==> src/rtl/ddr_line_sched_pkg.sv <==
// Shared types and default parameters for the display-line DDR scheduler.
package ddr_line_sched_pkg;
  localparam int LINE_WORDS_DEF = 256;
  localparam int STRIDE_DEF     = 1024;
  localparam int WR_STARVE_DEF  = 64;

  typedef logic [27:0] addr_t;

  typedef enum logic [2:0] {
    S_IDLE,
    S_RD_ISSUE,
    S_RD_WAIT,
    S_WR_ISSUE,
    S_WR_WAIT
  } state_e;
endpackage

==> src/rtl/ddr_line_sched_arb2.sv <==
// Two-way grant decision: line fetch normally wins, a starved write jumps ahead once.
module ddr_arb2
  import ddr_line_sched_pkg::*;
(
  input  logic rd_pend,
  input  logic wr_pend,
  input  logic starve_hit,
  output logic grant_rd,
  output logic grant_wr
);
  assign grant_wr = wr_pend && (!rd_pend || starve_hit);
  assign grant_rd = rd_pend && !grant_wr;
endmodule

==> src/rtl/ddr_line_sched.sv <==
// Fetches display lines from DDR into a two-bank line buffer, interleaving image-load writes.
// state      | meaning
// IDLE       | arbitrate between pending line fetch and pending write
// RD_ISSUE   | one-cycle read request for the current beat
// RD_WAIT    | wait for read data, then write it to the line buffer
// WR_ISSUE   | one-cycle write request for the latched write
// WR_WAIT    | wait for write completion, then acknowledge
module ddr_line_sched
  import ddr_line_sched_pkg::*;
#(
  parameter int LINE_WORDS = LINE_WORDS_DEF,
  parameter int STRIDE     = STRIDE_DEF,
  parameter int WR_STARVE  = WR_STARVE_DEF
) (
  input  logic        clk,
  input  logic        reset_n,
  input  logic        frame_start,
  input  logic        line_start,
  input  logic        wr_req,
  input  logic [27:0] wr_addr,
  input  logic [15:0] wr_data,
  output logic        wr_ack,
  output logic        mem_req,
  output logic        mem_rnw,
  output logic [27:0] mem_addr,
  output logic [15:0] mem_din,
  input  logic [31:0] mem_dout,
  input  logic        mem_ready,
  output logic        buf_we,
  output logic [8:0]  buf_addr,
  output logic [31:0] buf_data,
  output logic        underrun,
  output logic [7:0]  drop_cnt,
  output logic        busy
);
  localparam logic [7:0]  LAST_BEAT  = 8'(LINE_WORDS - 1);
  localparam logic [15:0] STARVE_LIM = 16'(WR_STARVE);
  localparam addr_t       STRIDE_A   = addr_t'(STRIDE);

  state_e      state_q, state_d;
  addr_t       line_base_q, line_base_d, wr_addr_q;
  logic [15:0] wr_data_q;
  logic        bank_q, bank_d;
  logic [7:0]  beat_q, beat_d;
  logic [1:0]  pend_q, pend_d;
  logic [15:0] starve_q, starve_d;
  logic        wr_pend_q, wr_pend_d;
  logic        abort_q, abort_d;
  logic        underrun_q, underrun_d;
  logic [7:0]  drop_q, drop_d;
  logic        grant_rd, grant_wr, rd_done, wr_done, kill, ls_ok, fetch_end, is_wr;

  assign rd_done   = (state_q == S_RD_WAIT) && mem_ready;
  assign wr_done   = (state_q == S_WR_WAIT) && mem_ready;
  // A new frame kills the in-flight beat, whether it arrives now or arrived earlier.
  assign kill      = abort_q || frame_start;
  assign ls_ok     = line_start && !frame_start;
  assign fetch_end = rd_done && !kill && (beat_q == LAST_BEAT);
  assign is_wr     = (state_q == S_WR_ISSUE) || (state_q == S_WR_WAIT);

  ddr_arb2 u_arb (
    .rd_pend    (pend_q != 2'd0),
    .wr_pend    (wr_pend_q),
    .starve_hit (starve_q >= STARVE_LIM),
    .grant_rd   (grant_rd),
    .grant_wr   (grant_wr)
  );

  always_comb begin
    state_d     = state_q;
    line_base_d = line_base_q;
    bank_d      = bank_q;
    beat_d      = beat_q;
    pend_d      = pend_q;
    starve_d    = starve_q;
    wr_pend_d   = wr_pend_q;
    abort_d     = abort_q;
    underrun_d  = underrun_q;
    drop_d      = drop_q;

    case (state_q)
      S_IDLE:     if (grant_wr) state_d = S_WR_ISSUE;
                  else if (grant_rd) state_d = S_RD_ISSUE;
      S_RD_ISSUE: state_d = S_RD_WAIT;
      S_RD_WAIT:  if (mem_ready) state_d = S_IDLE;
      S_WR_ISSUE: state_d = S_WR_WAIT;
      S_WR_WAIT:  if (mem_ready) state_d = S_IDLE;
      default:    state_d = S_IDLE;
    endcase

    if (rd_done) abort_d = 1'b0;
    else if (frame_start && (state_q == S_RD_ISSUE || state_q == S_RD_WAIT)) abort_d = 1'b1;

    if (frame_start) begin
      line_base_d = '0;
      bank_d      = 1'b0;
      beat_d      = '0;
      pend_d      = 2'd1;
      underrun_d  = 1'b0;
    end else begin
      if (rd_done && !kill) begin
        if (beat_q == LAST_BEAT) begin
          beat_d      = '0;
          line_base_d = line_base_q + STRIDE_A;
          bank_d      = ~bank_q;
        end else begin
          beat_d = beat_q + 8'd1;
        end
      end
      if (fetch_end) pend_d = pend_q - 2'd1;
      if (ls_ok) begin
        if (pend_q != 2'd0) underrun_d = 1'b1;
        if (pend_q == 2'd2) drop_d = (drop_q == 8'hFF) ? drop_q : drop_q + 8'd1;
        else pend_d = pend_d + 2'd1;
      end
    end

    if (state_q == S_IDLE && grant_wr) starve_d = '0;
    else if (!wr_pend_q) starve_d = '0;
    else if (rd_done && starve_q < STARVE_LIM) starve_d = starve_q + 16'd1;

    if (wr_done) wr_pend_d = 1'b0;
    else if (wr_req) wr_pend_d = 1'b1;
  end

  always_ff @(posedge clk or negedge reset_n) begin
    if (!reset_n) begin
      state_q     <= S_IDLE;
      line_base_q <= '0;
      bank_q      <= 1'b0;
      beat_q      <= '0;
      pend_q      <= '0;
      starve_q    <= '0;
      wr_pend_q   <= 1'b0;
      abort_q     <= 1'b0;
      underrun_q  <= 1'b0;
      drop_q      <= '0;
      wr_addr_q   <= '0;
      wr_data_q   <= '0;
    end else begin
      state_q     <= state_d;
      line_base_q <= line_base_d;
      bank_q      <= bank_d;
      beat_q      <= beat_d;
      pend_q      <= pend_d;
      starve_q    <= starve_d;
      wr_pend_q   <= wr_pend_d;
      abort_q     <= abort_d;
      underrun_q  <= underrun_d;
      drop_q      <= drop_d;
      if (wr_req && !wr_pend_q) begin
        wr_addr_q <= wr_addr;
        wr_data_q <= wr_data;
      end
    end
  end

  assign mem_req  = (state_q == S_RD_ISSUE) || (state_q == S_WR_ISSUE);
  assign mem_rnw  = !is_wr;
  assign mem_addr = is_wr ? wr_addr_q : line_base_q + {18'd0, beat_q, 2'b00};
  assign mem_din  = wr_data_q;
  assign buf_we   = rd_done && !kill;
  assign buf_addr = {bank_q, beat_q};
  assign buf_data = mem_dout;
  assign wr_ack   = wr_done;
  assign underrun = underrun_q;
  assign drop_cnt = drop_q;
  assign busy     = (state_q != S_IDLE);
endmodule

==> config.mk <==
export PLATFORM = sky130hd
export DESIGN_NAME = ddr_line_sched
export DESIGN_NICKNAME = d
export VERILOG_FILES = /design/src/rtl/ddr_line_sched_pkg.sv /design/src/rtl/ddr_line_sched_arb2.sv /design/src/rtl/ddr_line_sched.sv
export SDC_FILE = /design/constraint.sdc
export NUM_CORES = 1
export LEC_CHECK = 0
export BUFFER_PORTS_ARGS = -buffer_cell sky130_fd_sc_hd__buf_4
export CORE_MARGIN = 2
export CORE_UTILIZATION = 30
export DETAILED_ROUTE_END_ITERATION = 10
export PLACE_DENSITY = 0.53
export SYNTH_ARGS = -nofsm -noshare
export SYNTH_HDL_FRONTEND = slang
export SYNTH_HIERARCHICAL = 1
export SYNTH_SLANG_ARGS = --single-unit
==> constraint.sdc <==
create_clock -name clk -period 1.9 [get_ports clk]
set_input_delay 0.38 -clock clk [delete_from_list [all_inputs] [get_ports clk]]
set_output_delay 0.38 -clock clk [all_outputs]
set_load 0.01 [all_outputs]
==> results.md <==
* Slew HR at 66.7%
* Largest net degree at the start of global routing at 45
* Wire length on met3 at 613 um
* Overall die area at 18500 um2
* Slowest CP cell: dfrtp_1
* Clk_lat worst skew at 360 ps
* Final WS setup at -378 ps
* Global-route wire length before repair at 21500 um
* Clock sink count at 103
* Pre-CTS setup slack at -97.8 ps
* Synth Warn # at 6
* Maxcap violations at 0
* TritonCTS buffer count at 9
* Leading area contributor after synthesis: dfrtp_1
* Vias in the first global route at 4099
* Worst setup SP type: register
* Asr flop ratio synth at 100%
* Avg Inst Size Synth at 11.3 um2
* Layout cells sized above 1 at 56.4%
* Max Root-Sink Buffers at 2
* Num rows at 48
* Most frequent CP cell: buf_6
* Peak supply drop at 634 uV
* GPL Wtd Cong at 0.759
* Vias post-DR at 4033
* Library cells used by synthesis at 50
* Buffer and inverter count on the worst path at 3
* Slew Limit Fails at 0
* CTS Root Cell: clkbuf_16
* Final min period at 2280 ps
* Worst EP required at 1520 ps
* Mapped Area at 5220 um2
* Post-Synthesis Net Count at 551
* Status: complete, but fails checks
* Die width at 136 um
* Kind of critical path: reg -> out
* Post-synth EDFFs at 0
* Vias/cell at 4.86
* Layout net count at 689
* CP cell instances: buf_6 > nand3b_1 > nand2_8 > clkbuf_16 > mux2_4 > buf_6
* Metal-1 WL at 6400 um
* Remaining global-route overflow at 0
* Clk slew on worst S/H paths at 80 ps
* DR WL/cell at 17.1 um
* Min-Delay Path Class: in -> reg
* Residual DRC count at 0
* Met2 wire len at 7030 um
* Initial DRC count at 140
* Initial antenna violation count at 0
* Dpl hpwl at 8840 um
* Initial Util at 30.4%
* Total GRT Usage at 14.9%
* Core Region at 17200 um2
* P_leak at 3.57 nW
* IO Port Bufs at 116
* Cell Pwr Density at 1160 nW/um2
* CP Capture Type: output port
* Final wirelength at 14200 um
* Family with the most delay on the worst path: buffers and inverters
* Final period utilization at 120%
* Initial DRT Pass Iterations at 4
* Final ANT Viol Nets at 0
* Failing checks: setup timing
* Ys flop type: dfrtp_1
* CTS H-Tree Depth at 3
* Chip height at 136 um
* Fin. Hold Viols at 0
* Post-synthesis sequential area ratio at 49.3%
* Mapped Cells at 462
* Synth top area share at 49.3%
* Worst-margin pin slew at 499 ps
* Final setup vio count at 51
* Slowest stage delay, CP at 420 ps
* Clk_skew at 11.1 ps
* Fmax at 439 MHz
* Max Fanout on Critical Path at 7
* FF+latch count, synth at 103
* Antenna fix cells at 0
* Tot Pwr at 8.95 mW
* Synth-to-layout area growth at 47.1%
* RSZ-0062 raised after global routing: true
* CTS tree: built
* Largest cells by area after synthesis: dfrtp_1 49%, mux2_2 17%, buf_4 4.9%
* I/O pin cnt at 181
* Top Metal Used: met4
* Worst EP arrival at 1900 ps
## registers in the layout (all words and copies together) (netlist names), 2 cells and up
name / flops
beat_q: 8
starve_q: 16
pend_q: 2
line_base_q: 18
drop_cnt: 8
wr_addr_q: 28
state_q: 3
mem_din: 16
## layout by cell type (no fill, tap or decap), types with 4 or more instances in the layout
cell type,netlist,layout
a21oi_1,15,7
a21oi_2,0,8
and2_1,12,10
and4_1,6,4
buf_12,0,5
buf_4,34,133
buf_6,2,38
clkbuf_16,0,12
dfrtp_1,103,101
ha_1,7,7
inv_1,14,13
mux2_2,77,46
mux2_4,0,31
nand2_1,15,12
nand3_1,18,17
nand4_1,6,6
nor2_1,27,25
nor2b_1,8,6
o21ai_0,9,7
o31ai_4,0,5
or2_2,4,4
or3_1,9,4
or3_4,0,5
or4_4,0,6
xnor2_1,6,5
xor2_1,8,8
## layer usage
layer,vias to the layer above,GRT usage [%]
met5,-,0
met4,0,4.17
met3,18,3.62
met2,99,25.1
met1,2028,19.1
li1,1888,-
## cells in the mapped netlist, types with 2 or more instances
cell type	instances
buf_2	4
nand3_1	18
nor4_1	5
and2_1	12
ha_1	7
nand2b_1	2
o21ai_0	9
nor2b_1	8
a21o_1	3
mux2_2	77
nand4_1	6
or3_1	9
xnor2_1	6
inv_1	14
nand2_1	15
a22o_1	3
a41oi_1	2
o41ai_1	3
o311ai_0	3
a21oi_1	15
dfrtp_1	103
and4_1	6
xor2_1	8
nor3b_1	2
or2_2	4
mux2i_1	3
buf_6	2
nor3_1	4
o31ai_1	8
nor2_1	27
nor4b_1	2
buf_1	4
or4_1	7
clkbuf_1	12
buf_4	34
## layout make-up
cell class | instances | area, um2
Clock buffer | 9 | 225
Clock inverter | 7 | 100
Fill cell | 1611 | 9490
Inverter | 15 | 58.8
Multi-Input combinational cell | 288 | 2770
Sequential cell | 103 | 2580
Tap cell | 225 | 282
Timing Repair Buffer | 183 | 1670
## repair_timing
| item | CTS | global route |
|---|---|---|
| gates cloned | 3 | 2 |
| buffers inserted | 4 | 10 |
| endpoints found under the setup margin | 47 | 66 |
| pin swaps | 8 | 26 |
| hold buffers | 1 | 0 |
| hold endpoints to repair | 21 | 0 |
| gates resized for setup | 36 | 122 |
## cells by family (layout without fill, tap and decap cells)
group | after synthesis | in the layout | synth area share, %
AOI/OAI and AO/OA | 54 | 54 | 6.95
DFF | 103 | 103 | 49.3
xor gates and xnor gates | 14 | 14 | 2.35
buffers and inverters | 71 | 214 | 7.93
and+or+nand+nor | 133 | 133 | 14.6
muxes | 80 | 80 | 17.2
adders and majority gates | 7 | 7 | 1.68
## metrics by stage
| step | std cells | hold slack [ps] | setup TNS [ps] | utilization [%] | cell area, um2 |
|---|---|---|---|---|---|
| 3_3_place_gp | 795 | 327 | -2.66 | 37.6 | 6450 |
| 4_1_cts | 819 | 239 | -11380 | 41.3 | 7090 |
| 5_1_grt | 830 | 237 | -15080 | 44.7 | 7680 |
| 6_report | 830 | 252 | -11950 | 44.7 | 7680 |
| 2_1_floorplan | 462 | 84.4 | -22.9 | - | 5230 |
| 3_5_place_dp | 795 | 324 | -301 | 37.6 | 6450 |
## worst register-to-register path, stage by stage, from the launching register on
cell and delay, ps:
dfrtp_1 430, buf_4 160, and4bb_2 350, nand4_4 180, buf_12 210, or4_4 520, a21oi_2 130
## path summary, 6_finish.rpt
check | start | endpoint | slack [ps] | cells after the start
max in group asynchronous | reset_n | mem_din[3] | 850 | 3
worst min register to register | starve_q[11] | starve_q[11] | 490 | 1
worst max register to register | state_q[0] | line_base_q[19] | -150 | 6
worst min-delay path | wr_addr[4] | wr_addr_q[4] | 250 | 2
worst max-delay path | state_q[0] | mem_addr[4] | -380 | 6
min in group asynchronous | reset_n | abort_q | 480 | 2
## report_power, final
part	switching [mW]	leakage (nW)	internal, mW
Clock	0.895	0.161	1.17
Sequential	0.340	1.33	2.76
Combinational	1.53	2.08	2.25
Total	2.77	3.57	6.18
No activity file was read; power rests on OpenSTA's default activity.
